[config.mk]
export PLATFORM = sky130hd
export DESIGN_NAME = rv_fetch_req
export DESIGN_NICKNAME = d
export VERILOG_FILES = /design/src/rtl/rv_fetch_pkg.sv /design/src/rtl/rv_fetch_skid.sv /design/src/rtl/rv_fetch_req.sv
export SDC_FILE = /design/constraint.sdc
export NUM_CORES = 1
export LEC_CHECK = 0
export CORE_ASPECT_RATIO = 0.9
export CORE_MARGIN = 2
export CORE_UTILIZATION = 52
export DETAILED_ROUTE_END_ITERATION = 8
export PLACE_DENSITY_LB_ADDON = 0.1
export SLEW_MARGIN = 20
export SYNTH_ARGS = -nofsm -noshare
export SYNTH_HDL_FRONTEND = slang
export SYNTH_SLANG_ARGS = --single-unit
[constraint.sdc]
create_clock -name i_clk -period 6.19 [get_ports i_clk]
set_input_delay 1.238 -clock i_clk [delete_from_list [all_inputs] [get_ports i_clk]]
set_output_delay 1.238 -clock i_clk [all_outputs]
set_load 0.005 [all_outputs]
[src/rtl/rv_fetch_pkg.sv]
// Shared types and helpers for the instruction-fetch request stage.
package rv_fetch_pkg;

  localparam int IADDR_SPACE_BITS_DEF = 16;

  // Halfword PC and word bus address for the default address space.
  typedef logic [IADDR_SPACE_BITS_DEF-1:1] fetch_pc_t;
  typedef logic [IADDR_SPACE_BITS_DEF-1:2] fetch_waddr_t;

  // Counter width able to hold 0..max_out inclusive.
  function automatic int cnt_width(input int max_out);
    return (max_out < 1) ? 1 : $clog2(max_out + 1);
  endfunction

endpackage

[src/rtl/rv_fetch_skid.sv]
// Small in-order skid FIFO holding returned instruction words until the
// fetch buffer can take them. Clear has priority over push/pop.
module rv_fetch_skid
  import rv_fetch_pkg::*;
#(
  parameter int DEPTH = 2,
  parameter int CW    = cnt_width(DEPTH)
) (
  input  logic          i_clk,
  input  logic          i_reset_n,
  input  logic          i_push,
  input  logic          i_pop,
  input  logic          i_clear,
  input  logic [31:0]   i_data,
  output logic [31:0]   o_data,
  output logic [CW-1:0] o_count
);

  localparam int PW = (DEPTH > 1) ? $clog2(DEPTH) : 1;

  logic [31:0]   r_mem [DEPTH];
  logic [PW-1:0] r_rd_ptr;
  logic [PW-1:0] r_wr_ptr;
  logic [CW-1:0] r_count;

  function automatic logic [PW-1:0] ptr_inc(input logic [PW-1:0] p);
    return (p == PW'(DEPTH - 1)) ? '0 : p + PW'(1);
  endfunction

  // Storage write; contents need no reset, count qualifies them.
  always_ff @(posedge i_clk) begin
    if (i_push && !i_clear) r_mem[r_wr_ptr] <= i_data;
  end

  // Pointers and occupancy.
  always_ff @(posedge i_clk or negedge i_reset_n) begin
    if (!i_reset_n) begin
      r_rd_ptr <= '0;
      r_wr_ptr <= '0;
      r_count  <= '0;
    end else if (i_clear) begin
      r_rd_ptr <= '0;
      r_wr_ptr <= '0;
      r_count  <= '0;
    end else begin
      if (i_push) r_wr_ptr <= ptr_inc(r_wr_ptr);
      if (i_pop)  r_rd_ptr <= ptr_inc(r_rd_ptr);
      r_count <= r_count + CW'(i_push) - CW'(i_pop);
    end
  end

  assign o_data  = r_mem[r_rd_ptr];
  assign o_count = r_count;

endmodule

[src/rtl/rv_fetch_req.sv]
// Instruction-fetch request stage: issues word reads, tracks outstanding
// requests, discards stale responses after a redirect and feeds the fetch
// buffer through a skid queue.
module rv_fetch_req
  import rv_fetch_pkg::*;
#(
  parameter int                          IADDR_SPACE_BITS = 16,
  parameter int                          MAX_OUTSTANDING  = 2,
  parameter logic [IADDR_SPACE_BITS-1:1] RESET_PC         = '0
) (
  input  logic                          i_clk,
  input  logic                          i_reset_n,
  input  logic                          i_flush,
  input  logic [IADDR_SPACE_BITS-1:1]   i_flush_pc,
  output logic                          o_instr_req,
  output logic [IADDR_SPACE_BITS-1:2]   o_instr_addr,
  input  logic                          i_instr_ack,
  input  logic [31:0]                   i_instr_data,
  input  logic                          i_instr_valid,
  output logic                          o_buf_reset_n,
  output logic [IADDR_SPACE_BITS-1:1]   o_buf_pc,
  output logic [31:0]                   o_buf_data,
  output logic                          o_buf_push,
  input  logic                          i_buf_not_full
);

  localparam int CW = cnt_width(MAX_OUTSTANDING);

  logic                        r_run;
  logic [IADDR_SPACE_BITS-1:1] r_buf_pc;
  logic [IADDR_SPACE_BITS-1:2] r_faddr;
  logic [CW-1:0]               r_out_cnt;
  logic [CW-1:0]               r_drop_cnt;

  logic [CW-1:0] w_skid_cnt;
  logic [31:0]   w_skid_data;
  logic [CW:0]   w_sum;
  logic          w_fire;
  logic          w_rsp;
  logic          w_drop;
  logic          w_skid_wr;

  // Requests in flight plus held words never exceed the skid depth, so the
  // skid cannot overflow. The sum never rises without an ack, which keeps a
  // raised request stable until it is taken.
  assign w_sum       = {1'b0, r_out_cnt} + {1'b0, w_skid_cnt};
  assign o_instr_req = r_run & ~i_flush & (w_sum < (CW+1)'(MAX_OUTSTANDING));
  assign o_instr_addr = r_faddr;
  assign w_fire      = o_instr_req & i_instr_ack;

  // A response with nothing outstanding is a protocol error and is ignored.
  assign w_rsp     = i_instr_valid & (r_out_cnt != '0);
  assign w_drop    = w_rsp & (r_drop_cnt != '0);
  assign w_skid_wr = w_rsp & ~w_drop & ~i_flush;

  assign o_buf_reset_n = r_run & ~i_flush;
  assign o_buf_pc      = i_flush ? i_flush_pc : r_buf_pc;
  assign o_buf_push    = (w_skid_cnt != '0) & i_buf_not_full & o_buf_reset_n;
  assign o_buf_data    = w_skid_data;

  // Buffer held in restart for the first edge after reset release.
  always_ff @(posedge i_clk or negedge i_reset_n) begin
    if (!i_reset_n) r_run <= 1'b0;
    else            r_run <= 1'b1;
  end

  // PC presented to the buffer while it is in restart.
  always_ff @(posedge i_clk or negedge i_reset_n) begin
    if (!i_reset_n)   r_buf_pc <= RESET_PC;
    else if (i_flush) r_buf_pc <= i_flush_pc;
  end

  // Fetch word address: redirect target, else advance on accepted request.
  always_ff @(posedge i_clk or negedge i_reset_n) begin
    if (!i_reset_n)   r_faddr <= RESET_PC[IADDR_SPACE_BITS-1:2];
    else if (i_flush) r_faddr <= i_flush_pc[IADDR_SPACE_BITS-1:2];
    else if (w_fire)  r_faddr <= r_faddr + 1'b1;
  end

  // Outstanding count: acked minus returned.
  always_ff @(posedge i_clk or negedge i_reset_n) begin
    if (!i_reset_n) r_out_cnt <= '0;
    else            r_out_cnt <= r_out_cnt + CW'(w_fire) - CW'(w_rsp);
  end

  // Stale responses to discard: everything still in flight at a redirect,
  // minus one returning in the redirect cycle itself.
  always_ff @(posedge i_clk or negedge i_reset_n) begin
    if (!i_reset_n)   r_drop_cnt <= '0;
    else if (i_flush) r_drop_cnt <= r_out_cnt - CW'(w_rsp);
    else if (w_drop)  r_drop_cnt <= r_drop_cnt - CW'(1);
  end

  rv_fetch_skid #(
    .DEPTH (MAX_OUTSTANDING),
    .CW    (CW)
  ) u_skid (
    .i_clk     (i_clk),
    .i_reset_n (i_reset_n),
    .i_push    (w_skid_wr),
    .i_pop     (o_buf_push),
    .i_clear   (i_flush),
    .i_data    (i_instr_data),
    .o_data    (w_skid_data),
    .o_count   (w_skid_cnt)
  );

endmodule

# After elaboration in Yosys (flattened, before gate mapping)
# Memory sizes are Yosys's and may differ from the RTL's.
# Cells that the tools add are included.
# W data, S select, Z words.
[classes]
n_addsub = 10
order_cmp = 1
n_mux = 14
bitwise = 11
reduce_logical = 9
[op_table]
columns = ["operator", "count"]
rows = [
  ["$mux W14", 2],
  ["$mux W15", 1],
  ["$add A14 B1 Y14 const B", 1],
  ["$reduce_bool A2 Y1", 7],
  ["$and A1 B1 Y1", 9],
  ["$mux W1", 8],
  ["$mux W2", 3],
  ["$sub A2 B1 Y2", 3],
  ["$add A2 B1 Y2", 2],
  ["$add A2 B2 Y3", 1],
  ["$lt A3 B2 Y1 const B", 1],
  ["$add A1 B1 Y1 const B", 2],
  ["$not A1 Y1", 2],
  ["$sub A2 B1 Y2 const B", 1],
  ["$logic_and A1 B1 Y1", 1],
  ["$logic_not A1 Y1", 1],
]
[totals]
reg_bits = 38
ramBits = 64
elab_cells = 54
memories = 1
[mem_list]
columns = ["memory", "depth", "word_bits", "read_ports", "rd_ports_with_merged_regs", "write_ports", "line", "source"]
rows = [
  ["u_skid.r_mem", 2, 32, 1, 0, 1, "rv_fetch_skid.sv:21", "logic [31:0] r_mem [DEPTH];"],
]

# Logic depth before layout (Yosys ltp)
# Gate-level depths: netlist of run 1.
[logic_depth]
depth_word = 9
mapped_depth = 10

# By module
# From an unflattened synthesis of run 1, not the netlist that was laid out.
[hier_totals]
hier_cells = 292
hier_area_um2 = 4361.7
[by_module_without_submodules]
columns = ["mod", "instances", "cells_per_inst", "area_each_um2", "seq_area_each_um2"]
rows = [
  ["rv_fetch_skid", 1, 117, 2668.8, 2021.9],
  ["rv_fetch_req", 1, 175, 1692.9, 850.8],
]

# Least setup slack after synthesis of run 1
# No wires, ideal clock.
[synth_path]
path_type = "in2reg"
from = "input i_instr_valid"
to = "memory u_skid.r_mem[0][0], enable pin"
t_arrival_ns = 3.133
t_required_ns = 5.769
path_slack_ns = 2.636
path_stages = 4
cell_sequence = "o21a_1 nand2_1 or2_2 nor2_1"
[synth_via]
elab_chain_cells = 8
[synth_rtl]
columns = ["element", "line", "source"]
rows = [
  ["start: declaration", "rv_fetch_req.sv:19", "input logic i_instr_valid,"],
  ["$and A1 B1 Y1 (*)", "rv_fetch_req.sv:52", "assign w_rsp = i_instr_valid & (r_out_cnt != '0);"],
  ["$and A1 B1 Y1", "rv_fetch_req.sv:53", "assign w_drop = w_rsp & (r_drop_cnt != '0);"],
  ["$not A1 Y1", "rv_fetch_req.sv:54", "assign w_skid_wr = w_rsp & ~w_drop & ~i_flush;"],
  ["$and A1 B1 Y1 (*) (2 in series)", "rv_fetch_req.sv:54", ""],
  ["$logic_and A1 B1 Y1 (*)", "rv_fetch_skid.sv:32", "if (i_push && !i_clear) r_mem[r_wr_ptr] <= i_data;"],
  ["$mux W1 (*)", "rv_fetch_skid.sv:32", ""],
  ["$mux W1 (implied by the code) (*)", "rv_fetch_skid.sv:32", ""],
  ["end: declaration", "rv_fetch_skid.sv:21", ""],
]
# Every way passes the cells marked *; elsewhere a longest branch is shown, timed or not.

# Worst setup path after layout of run 1
[layout_path]
from = "input i_flush"
to = "output o_buf_pc[8] (netlist name)"
[layout_via]
elab_chain_cells = 1
[layout_rtl]
columns = ["element", "line", "source"]
rows = [
  ["start: declaration", "rv_fetch_req.sv:13", "input logic i_flush,"],
  ["$mux W15", "-", ""],
  ["end: declaration", "rv_fetch_req.sv:21", "output logic [IADDR_SPACE_BITS-1:1] o_buf_pc,"],
]
# No other way between the ends.

==> results by group, run 1 <==
Synth
  • Largest cells by area after synthesis: edfxtp_1 45%, dfrtp_1 22%, mux2_2 10%
  • Post-synthesis cell type count: 43
  • Ys async rst share: 0.373
  • Predominant post-synthesis flop cell: edfxtp_1
  • Yosys top cell area share: 0.451
  • Syn Inst Count: 291
  • Synth top cells by count: 64 x edfxtp_1, 38 x dfrtp_1, 38 x mux2_2
  • Seq cells post-synth: 102
  • Post-synth EDFFs: 64
  • Leading area contributor after synthesis: edfxtp_1
  • Syn nets: 352
  • Post-synthesis cell area: 4260 sq um
  • Mapped Avg Cell Area: roughly 15 sq um
  • Register area share after synthesis: 0.675
  • Most frequent cell after synthesis: edfxtp_1
  • Synth Warn #: 0

Layout
  • Final Cell Area: 5710 sq um
  • Number of nets in the layout: 470
  • Antenna Cells: 0
  • Util after Layout: 0.714
  • Layout cells sized above 1: 0.157
  • # fillers: 595
  • Area Growth Syn to Fin: 34.0%

STA
  • Highest Clock Rate: 233 MHz
  • Tcrit/Tclk final: 0.693
  • Pins over their slew limit: 0
  • Hold WS: 0.507 ns
  • Least-Margin Pin Slew: between 0.9 and 1 ns
  • Min cycle time layout: between 4 and 5 ns
  • TNS Setup: 0 ns
  • Rel. slew slack: 0.352
  • RSZ-0062 raised after global routing: no
  • Skew final: 0.00738 ns
  • Fin. Hold Viols: 0
  • Final setup vio count: 0

Clock tree
  • Clk_lat worst skew: 0.36 ns
  • Post-CTS Setup Bufs: 0
  • Post-CTS sizing: 0
  • Reg clk slew, reported paths: 0.10 ns
  • CTS tree: done
  • CTS H-tree lvls: 3
  • Total CTS buffers: 9
  • Clk buf depth: 2
  • Hold Buf Count CTS: 0
  • CTS sink count: 102
  • Root Buffer: clkbuf_8

Floorplan
  • Die Wd: 99.4 um
  • Row Count: 31
  • Height of the die: between 80 and 90 um
  • Die area: 8930 sq um
  • I/O Pins: 117
  • Core footprint: 7990 sq um
  • Effective utilization at floorplan: 0.533

Hold path
  • Worst hold path type: flip-flop to flip-flop
  • Hold path depth: 1
  • Hold path startpoint: r_buf_pc[15]

Place
  • Routability cong.: 0.857
  • Cell Area, Placed: 5500 sq um
  • IO buf count: 116
  • Dpl hpwl: 5820 um

Global routing
  • Overflow after GRT: 0
  • First-pass GRT wire length: 14,100 um
  • Initial antenna violation count: 0
  • Largest net degree at the start of global routing: 46
  • Total track usage: 0.202
  • Vias in the first global route: 2,834

Drt
  • DRC Markers: 0
  • Final ANT Viol Nets: 0
  • Via count: 2,739
  • Routed wire length: 8510 um
  • DR top layer: met4
  • TritonRoute pass-1 iters: 4
  • Routed wl met2: around 4300 um
  • M1 WL: 3680 um
  • Initial DRC Count: 85
  • Via-to-Cell Ratio: 5.34
  • Routed met3 length: 457 um
  • Wire per inst: around 17 um

Run
  • Max-cap violations: 0

Critical path
  • Crit path kind: input port to output port
  • Data arrival time of the critical path: 3.05 ns
  • CP startpoint kind: input port
  • Critical path endpoint category: output port
  • Critical path required time: between 4 and 5 ns
  • Reg2Reg Launch Point: u_skid.o_count[0]
  • Crit path from: i_flush
  • Max Fanout on Critical Path: 45
  • R2R cell count: 6

Power
  • PD cells: 279 nW/um^2
  • Final Power: 1.59 mW
  • Leak pwr: 2.14 nW
  • VDD IR max: 0.157 mV

Status
  • Status: completed
per-stage QoR:
step / worst slack (ns) / std cells
global placement: 1.92 / 497
detailed placement: 1.89 / 497
floorplan: 2.64 / 291
CTS: 1.89 / 513
global route: 1.82 / 513
finish: 1.90 / 513
routing by layer:
layer | vias to the layer above | track usage
li1 | 1305 | -
met1 | 1338 | 0.262
met2 | 89 | 0.335
met3 | 7 | 0.0607
met4 | 0 | 0.0468
met5 | - | 0
logic make-up (layout without fill, tap and decap cells):
| kind of cell | count (synthesis) | in the layout | synth area share |
|---|---|---|---|
| AOI/OAI and AO/OA | 34 | 34 | 0.0535 |
| muxes | 42 | 42 | 0.110 |
| adders and majority gates | 8 | 8 | 0.0253 |
| DFF | 102 | 102 | 0.675 |
| other | 1 | 1 | 0.000881 |
| buffers and inverters | 29 | 152 | 0.0315 |
| xor gates and xnor gates | 8 | 8 | 0.0165 |
| and+or+nand+nor | 67 | 67 | 0.0876 |
registers in the layout, summed over array words and instances (netlist names):
signal	flops
r_buf_pc	15
u_skid.o_count	2
r_run	1
u_skid.r_wr_ptr	1
r_out_cnt	2
u_skid.r_mem	64
u_skid.r_rd_ptr	1
o_instr_addr	14
r_drop_cnt	2
worst paths after layout:
kind                                         to  slack, ns
worst max-delay path                o_buf_pc[8]       1.90
worst min-delay path               r_buf_pc[15]       0.51
worst max register to register  o_instr_addr[9]       3.28
worst min register to register     r_buf_pc[15]       0.51
max in group asynchronous           r_buf_pc[6]       4.65
min in group asynchronous          r_buf_pc[11]       0.99
power breakdown:
group	total, mW	switching [mW]	internal [mW]
clock	0.430	0.237	0.193
combinational	0.331	0.139	0.192
sequential	0.831	0.0399	0.791
total	1.59	0.416	1.18
layout make-up:
cell class	instances	area, sq um	share of cell area
flip-flops and latches	102	2870	0.504
clock inverters	7	81.3	0.0143
inverters	18	67.6	0.0118
repair buffers	118	1170	0.205
well taps	99	124	0.0217
clock buffers	9	124	0.0217
multi-input cells	160	1260	0.222
critical path: stages:
cell             delay (ns)
clkdlybuf4s50_1        0.52
buf_4                  0.42
mux2_2                 0.41
clkdlybuf4s50_1        0.45
cells in the final DEF, fill, tap and decap left out, types with 3 or more instances in the layout:
cell type | netlist | layout
clkdlybuf4s50_1 | 0 | 115
edfxtp_1 | 64 | 64
mux2_2 | 38 | 38
dfrtp_1 | 38 | 38
nand2_1 | 21 | 21
inv_1 | 18 | 18
o21ai_0 | 17 | 17
clkbuf_8 | 0 | 9
nand3_1 | 8 | 8
nor2_1 | 9 | 7
ha_1 | 7 | 7
nor2b_1 | 6 | 6
nand4_1 | 6 | 6
xnor2_1 | 5 | 5
or3_1 | 4 | 4
mux2i_1 | 4 | 4
xor2_1 | 3 | 3
a31o_2 | 3 | 3
a221o_1 | 3 | 3
Power figures use the tool's default switching activity.
==> run 2, diff against run 1 <==
--- a/config.mk
+++ b/config.mk
@@ -7,7 +7,7 @@
 export LEC_CHECK = 0
 export CORE_ASPECT_RATIO = 0.9
 export CORE_MARGIN = 2
-export CORE_UTILIZATION = 52
+export CORE_UTILIZATION = 43
 export DETAILED_ROUTE_END_ITERATION = 8
 export PLACE_DENSITY_LB_ADDON = 0.1
 export SLEW_MARGIN = 20
==> constraint.sdc (replaced) <==
create_clock -name i_clk -period 3.5 [get_ports i_clk]
set_input_delay 0.7 -clock i_clk [delete_from_list [all_inputs] [get_ports i_clk]]
set_output_delay 0.7 -clock i_clk [all_outputs]
set_load 0.005 [all_outputs]
==> run 2 against run 1 <==
Effect of this change:
- final cell count is 5.8% higher
- worst setup slack worse by 1.4 ns
- combinational power is 79% higher
- first-iteration DRC count is 27% higher
- core utilization is 12 points lower
- power is 73% higher
- via count is 1.0% lower
- non-clock buffer count is 3 higher
==> results by group, run 2 (same netlist as run 1, synthesis figures left out) <==
Place
  • Routability cong.: 0.765
  • # placed instances: roughly 530
  • Placement Setup Slack: 0.524 ns
  • IO buf count: 116
  • Dpl hpwl: 5640 um

Drt
  • TritonRoute pass-1 iters: 4
  • Via-to-Cell Ratio: between 4 and 5
  • Routed wire length: 8420 um
  • DRC Markers: 0
  • Wire per inst: about 16 um
  • Via count: 2,711
  • Initial DRC Count: 108
  • Final ANT Viol Nets: 0

Global routing
  • Met1 usage: 0.223
  • Vias in the first global route: 2,678
  • Overflow after GRT: 0
  • GR Util met3: 0.0461
  • Total track usage: 0.163
  • First-pass GRT wire length: 13,400 um
  • Initial antenna violation count: 0
  • Most Used Layer, Global Route: met2
  • Largest net degree at the start of global routing: 47
  • Met2 usage: 0.247

Critical path
  • R2R cell count: 10
  • CP top delay family: buffers and inverters
  • CP startpoint kind: flip-flop
  • Max Fanout on Critical Path: 3
  • Data arrival time of the critical path: 2.32 ns
  • CP cell instances: and2_1, fa_1, nor4b_4, clkdlybuf4s50_1
  • Max stage delay cell, worst path: clkdlybuf4s50_1
  • RR Endpoint: r_out_cnt[1]
  • Critical path endpoint category: output port
  • Critical path required time: 2.80 ns
  • Crit path kind: flip-flop to output port
  • R2r setup slk: 0.88 ns
  • Worst path buffer plus inverter count: 1
  • Reg2Reg Launch Point: u_skid.o_count[0]
  • Crit-path max cell delay: 0.57 ns

Layout
  • Most frequent cells in the layout: 115 x clkdlybuf4s50_1, 64 x edfxtp_1, 38 x mux2_2, 38 x dfrtp_1, 21 x nand2_1
  • Commonest non-fill, non-tap cell in the layout: clkdlybuf4s50_1
  • Number of flip-flops in the largest register: between 60 and 70
  • Biggest register: u_skid.r_mem
  • Area Growth Syn to Fin: 35.2%
  • Layout cells sized above 1: 0.163
  • Number of nets in the layout: around 470
  • Antenna Cells: 0
  • Final std cells w/o fill: ~540

Floorplan
  • Effective utilization at floorplan: 0.441
  • Die Wd: about 110 um
  • Die area: 10,700 sq um
  • I/O Pins: 117
  • Row Count: 34
  • Core footprint: approximately 9700 sq um
  • Height of the die: 98.4 um

Clock tree
  • CTS H-tree lvls: 3
  • Reg clk slew, reported paths: 0.10 ns
  • Clk buf depth: 2
  • Total CTS buffers: 9
  • Post-CTS Setup Bufs: 0
  • Clk_lat worst skew: ~0.36 ns
  • CTS sink count: roughly 100
  • Hold Buf Count CTS: 0
  • Post-CTS sizing: 0
  • CTS tree: done
  • Root Buffer: clkbuf_8

STA
  • TNS Setup: 0 ns
  • RSZ-0062 raised after global routing: no
  • Pins over their slew limit: 0
  • Final worst slack: 0.482 ns
  • Skew final: 0.0114 ns
  • Min cycle time layout: 3.02 ns
  • Highest Clock Rate: 331 MHz
  • Least-Margin Pin Slew: around 0.88 ns
  • Fin. Hold Viols: 0
  • Tcrit/Tclk final: 0.862
  • Rel. slew slack: 0.415
  • Final setup vio count: 0

Power
  • Leak pwr: 2.16 nW
  • VDD IR max: 0.257 mV
  • PD cells: ~480 nW/um^2

Run
  • Max-cap violations: 0

Status
  • Status: completed

Hold path
  • Worst hold path type: input port to asynchronous set/reset pin
==> run 2: cell types whose count changed in the layout (fill, tap and decap cells not counted), sizes merged <==
| cell | before | now |
|---|---|---|
| clkinvlp | 2 | 0 |
| inv | 21 | 22 |
| clkinv | 1 | 3 |
| buf | 3 | 6 |
| bufinv | 1 | 0 |
==> run 2: cell type report <==
class	instances	area [sq um]
timing repair buffer	121	1210
inverter	18	67.6
multi-input combinational	160	1260
sequential	102	2870
fill	803	3900
clock inverter	7	62.6
tap	126	158
clock buffer	9	124
==> run 2: metal layers <==
layer	share of wire	routed length, um
met5	0	0
met4	0.018	151
met3	0.050	424
met2	0.47	3960
met1	0.46	3880
==> run 2: worst reg2reg max path, stage by stage, from the launching register on <==
cell and delay, ns:
dfrtp_1 0.42, and2_1 0.18, fa_1 0.49, nor4b_4 0.31, buf_4 0.24, nand2_8 0.09, ha_1 0.31, inv_1 0.04
ha_1 0.18, xnor2_1 0.17, xnor2_1 0.13
==> run 2: power by group <==
group          internal, mW  leakage (nW)  switching (mW)  total (mW)
sequential             1.40          1.04          0.0704        1.47
clock                 0.275        0.0980           0.424       0.699
combinational         0.347          1.02           0.245       0.592
total                  2.02          2.16           0.739        2.76
==> run 2: metrics by stage <==
step / power (mW) / cell area [sq um] / utilization / hold slack [ns]
floorplan: 1.79 / 4260 / - / 0.404
global placement: 2.08 / 5570 / 0.577 / 0.482
detailed placement: 2.09 / 5570 / 0.577 / 0.484
CTS: 2.81 / 5760 / 0.596 / 0.460
global route: 2.92 / 5760 / 0.596 / 0.484
finish: 2.76 / 5760 / 0.596 / 0.448
==> run 2: worst max-delay path by stage <==
stage,slack (ns),start,to,cells past startpoint
finish,0.48,u_skid.o_count[0],o_instr_req,4
global route,0.36,u_skid.o_count[0],o_instr_req,4
CTS,0.44,u_skid.o_count[0],o_instr_req,4
detailed placement,0.52,i_flush,o_buf_pc[8],4
global placement,0.54,i_flush,o_buf_pc[1],4
floorplan,0.48,i_instr_valid,u_skid.r_mem[0][0],4
==> run 3, diff against run 2 <==
--- a/config.mk
+++ b/config.mk
@@ -9,6 +9,7 @@
 export CORE_MARGIN = 2
 export CORE_UTILIZATION = 43
 export DETAILED_ROUTE_END_ITERATION = 8
+export MAX_ROUTING_LAYER = met4
 export PLACE_DENSITY_LB_ADDON = 0.1
 export SLEW_MARGIN = 20
 export SYNTH_ARGS = -nofsm -noshare
==> run 3 against run 2 <==
Effect of this change:
- largest power group unchanged
- critical endpoint unchanged
- critical path type unchanged
- power about the same
- sequential share of layout area unchanged
- highest routed layer unchanged
- sequential cell count unchanged
- non-clock buffer count unchanged
- count of clock-buffer cells in the layout unchanged
==> results by group, run 3 (same netlist as run 1, synthesis figures left out) <==
STA
  • Pins over their slew limit: 0
  • RSZ-0062 raised after global routing: no
  • Least-Margin Pin Slew: 0.866 ns
  • Highest Clock Rate: roughly 330 MHz
  • TNS Setup: 0 ns
  • Tcrit/Tclk final: 0.864
  • Rel. slew slack: 0.422
  • Min cycle time layout: roughly 3.0 ns
  • Fin. Hold Viols: 0
  • Final setup vio count: 0
  • Skew final: 0.0131 ns

Drt
  • TritonRoute pass-1 iters: 4
  • Via count: 2,708
  • DRC Markers: 0
  • Via-to-Cell Ratio: 4.99
  • Routed wire length: 8420 um
  • Final ANT Viol Nets: 0
  • Initial DRC Count: about 120
  • Wire per inst: 15.5 um

Global routing
  • Vias in the first global route: 2,679
  • Largest net degree at the start of global routing: 47
  • Initial antenna violation count: 0
  • Total track usage: 0.168
  • First-pass GRT wire length: 13,400 um
  • Overflow after GRT: 0

Layout
  • Commonest non-fill, non-tap cell in the layout: clkdlybuf4s50_1
  • Biggest register: u_skid.r_mem
  • Number of nets in the layout: 473
  • Final Cell Area: 5760 sq um
  • Layout cells sized above 1: 0.163
  • Most frequent cells in the layout: 115 x clkdlybuf4s50_1, 64 x edfxtp_1, 38 x mux2_2, 38 x dfrtp_1, 21 x nand2_1
  • # fillers: 803
  • Area Growth Syn to Fin: 35.2%
  • Util after Layout: 0.596
  • Antenna Cells: 0
  • Number of flip-flops in the largest register: 64

Floorplan
  • Row Count: 34
  • I/O Pins: 117
  • Die Wd: approximately 110 um
  • Core footprint: 9660 sq um
  • Die area: around 11,000 sq um
  • Effective utilization at floorplan: 0.441
  • Height of the die: 98.4 um

Power
  • VDD IR max: 0.258 mV
  • Comb pwr share: 0.214
  • Leak pwr: 2.16 nW
  • Seq pwr share: 0.532
  • Clock power frac: 0.253
  • Int Pwr: about 2.0 mW
  • PD cells: between 400 and 500 nW/um^2
  • Sw Pwr: 0.739 mW
  • Switch share: 0.268

Clock tree
  • Total CTS buffers: 9
  • Hold Buf Count CTS: 0
  • Clk_lat worst skew: 0.36 ns
  • CTS tree: done
  • CTS H-tree lvls: 3
  • Post-CTS sizing: 0
  • Root Buffer: clkbuf_8
  • Clk buf depth: 2
  • Post-CTS Setup Bufs: 0
  • CTS sink count: about 100
  • Reg clk slew, reported paths: ~0.10 ns

Critical path
  • CP startpoint kind: flip-flop
  • Crit path kind: flip-flop to output port
  • Max Fanout on Critical Path: 3
  • Reg2Reg Launch Point: u_skid.o_count[0]
  • Critical path required time: around 2.8 ns
  • Data arrival time of the critical path: 2.33 ns
  • Crit path from: u_skid.o_count[0]
  • Critical path endpoint category: output port

Run
  • Max-cap violations: 0

Place
  • IO buf count: 116
  • Dpl hpwl: 5640 um
  • Routability cong.: about 0.77
  • Cell Area, Placed: 5570 sq um

Hold path
  • Worst hold path type: input port to asynchronous set/reset pin

Status
  • Status: completed
## run 3: area by class of cell
cell class / count / area [sq um] / share of cell area
clock buffers: 9 / 124 / 0.0215
multi-input cells: 160 / 1260 / 0.220
repair buffers: 121 / 1210 / 0.210
clock inverters: 7 / 62.6 / 0.0109
well taps: 126 / 158 / 0.0274
flip-flops and latches: 102 / 2870 / 0.499
inverters: 18 / 67.6 / 0.0117
## run 3: layer usage
metal	vias up	wire [um]	share of wire	GRT usage
met5	-	0	0	-
met4	0	113	0.013	0.0631
met3	15	371	0.044	0.0421
met2	71	3980	0.47	0.247
met1	1317	3950	0.47	0.227
li1	1305	-	-	-
## run 3: power groups by stage
stage | registers [mW] | clock network [mW] | logic, mW
5_1_grt | 1.48 | 0.781 | 0.654
3_3_place_gp | 1.49 | 0 | 0.591
3_5_place_dp | 1.49 | 0 | 0.598
4_1_cts | 1.47 | 0.737 | 0.602
6_report | 1.47 | 0.699 | 0.592
2_1_floorplan | 1.48 | 0 | 0.309
## run 3: per-stage QoR
stage / total power, mW / instances / hold slack [ns] / setup WS [ns]
floorplan: 1.79 / 291 / 0.404 / 0.484
global placement: 2.08 / 527 / 0.482 / 0.537
detailed placement: 2.09 / 527 / 0.484 / 0.524
CTS: 2.81 / 543 / 0.460 / 0.445
global route: 2.92 / 543 / 0.484 / 0.348
finish: 2.76 / 543 / 0.444 / 0.474
## run 3: path summary, 6_finish.rpt
kind,endpoint,slack (ns),cells past startpoint
max in group asynchronous,o_instr_addr[7],2.50,1
setup / recovery,o_instr_req,0.47,4
hold reg to reg,r_buf_pc[7],0.50,1
min in group i_clk,r_buf_pc[7],0.50,1
hold / removal,o_instr_addr[2],0.44,1
setup reg to reg,r_out_cnt[1],0.86,10
## run 3: worst max-delay path, stage by stage, from the launching register on
cell and delay (ns):
dfrtp_1 0.42, and2_1 0.18, fa_1 0.49, nor4b_4 0.31
clkdlybuf4s50_1 0.57
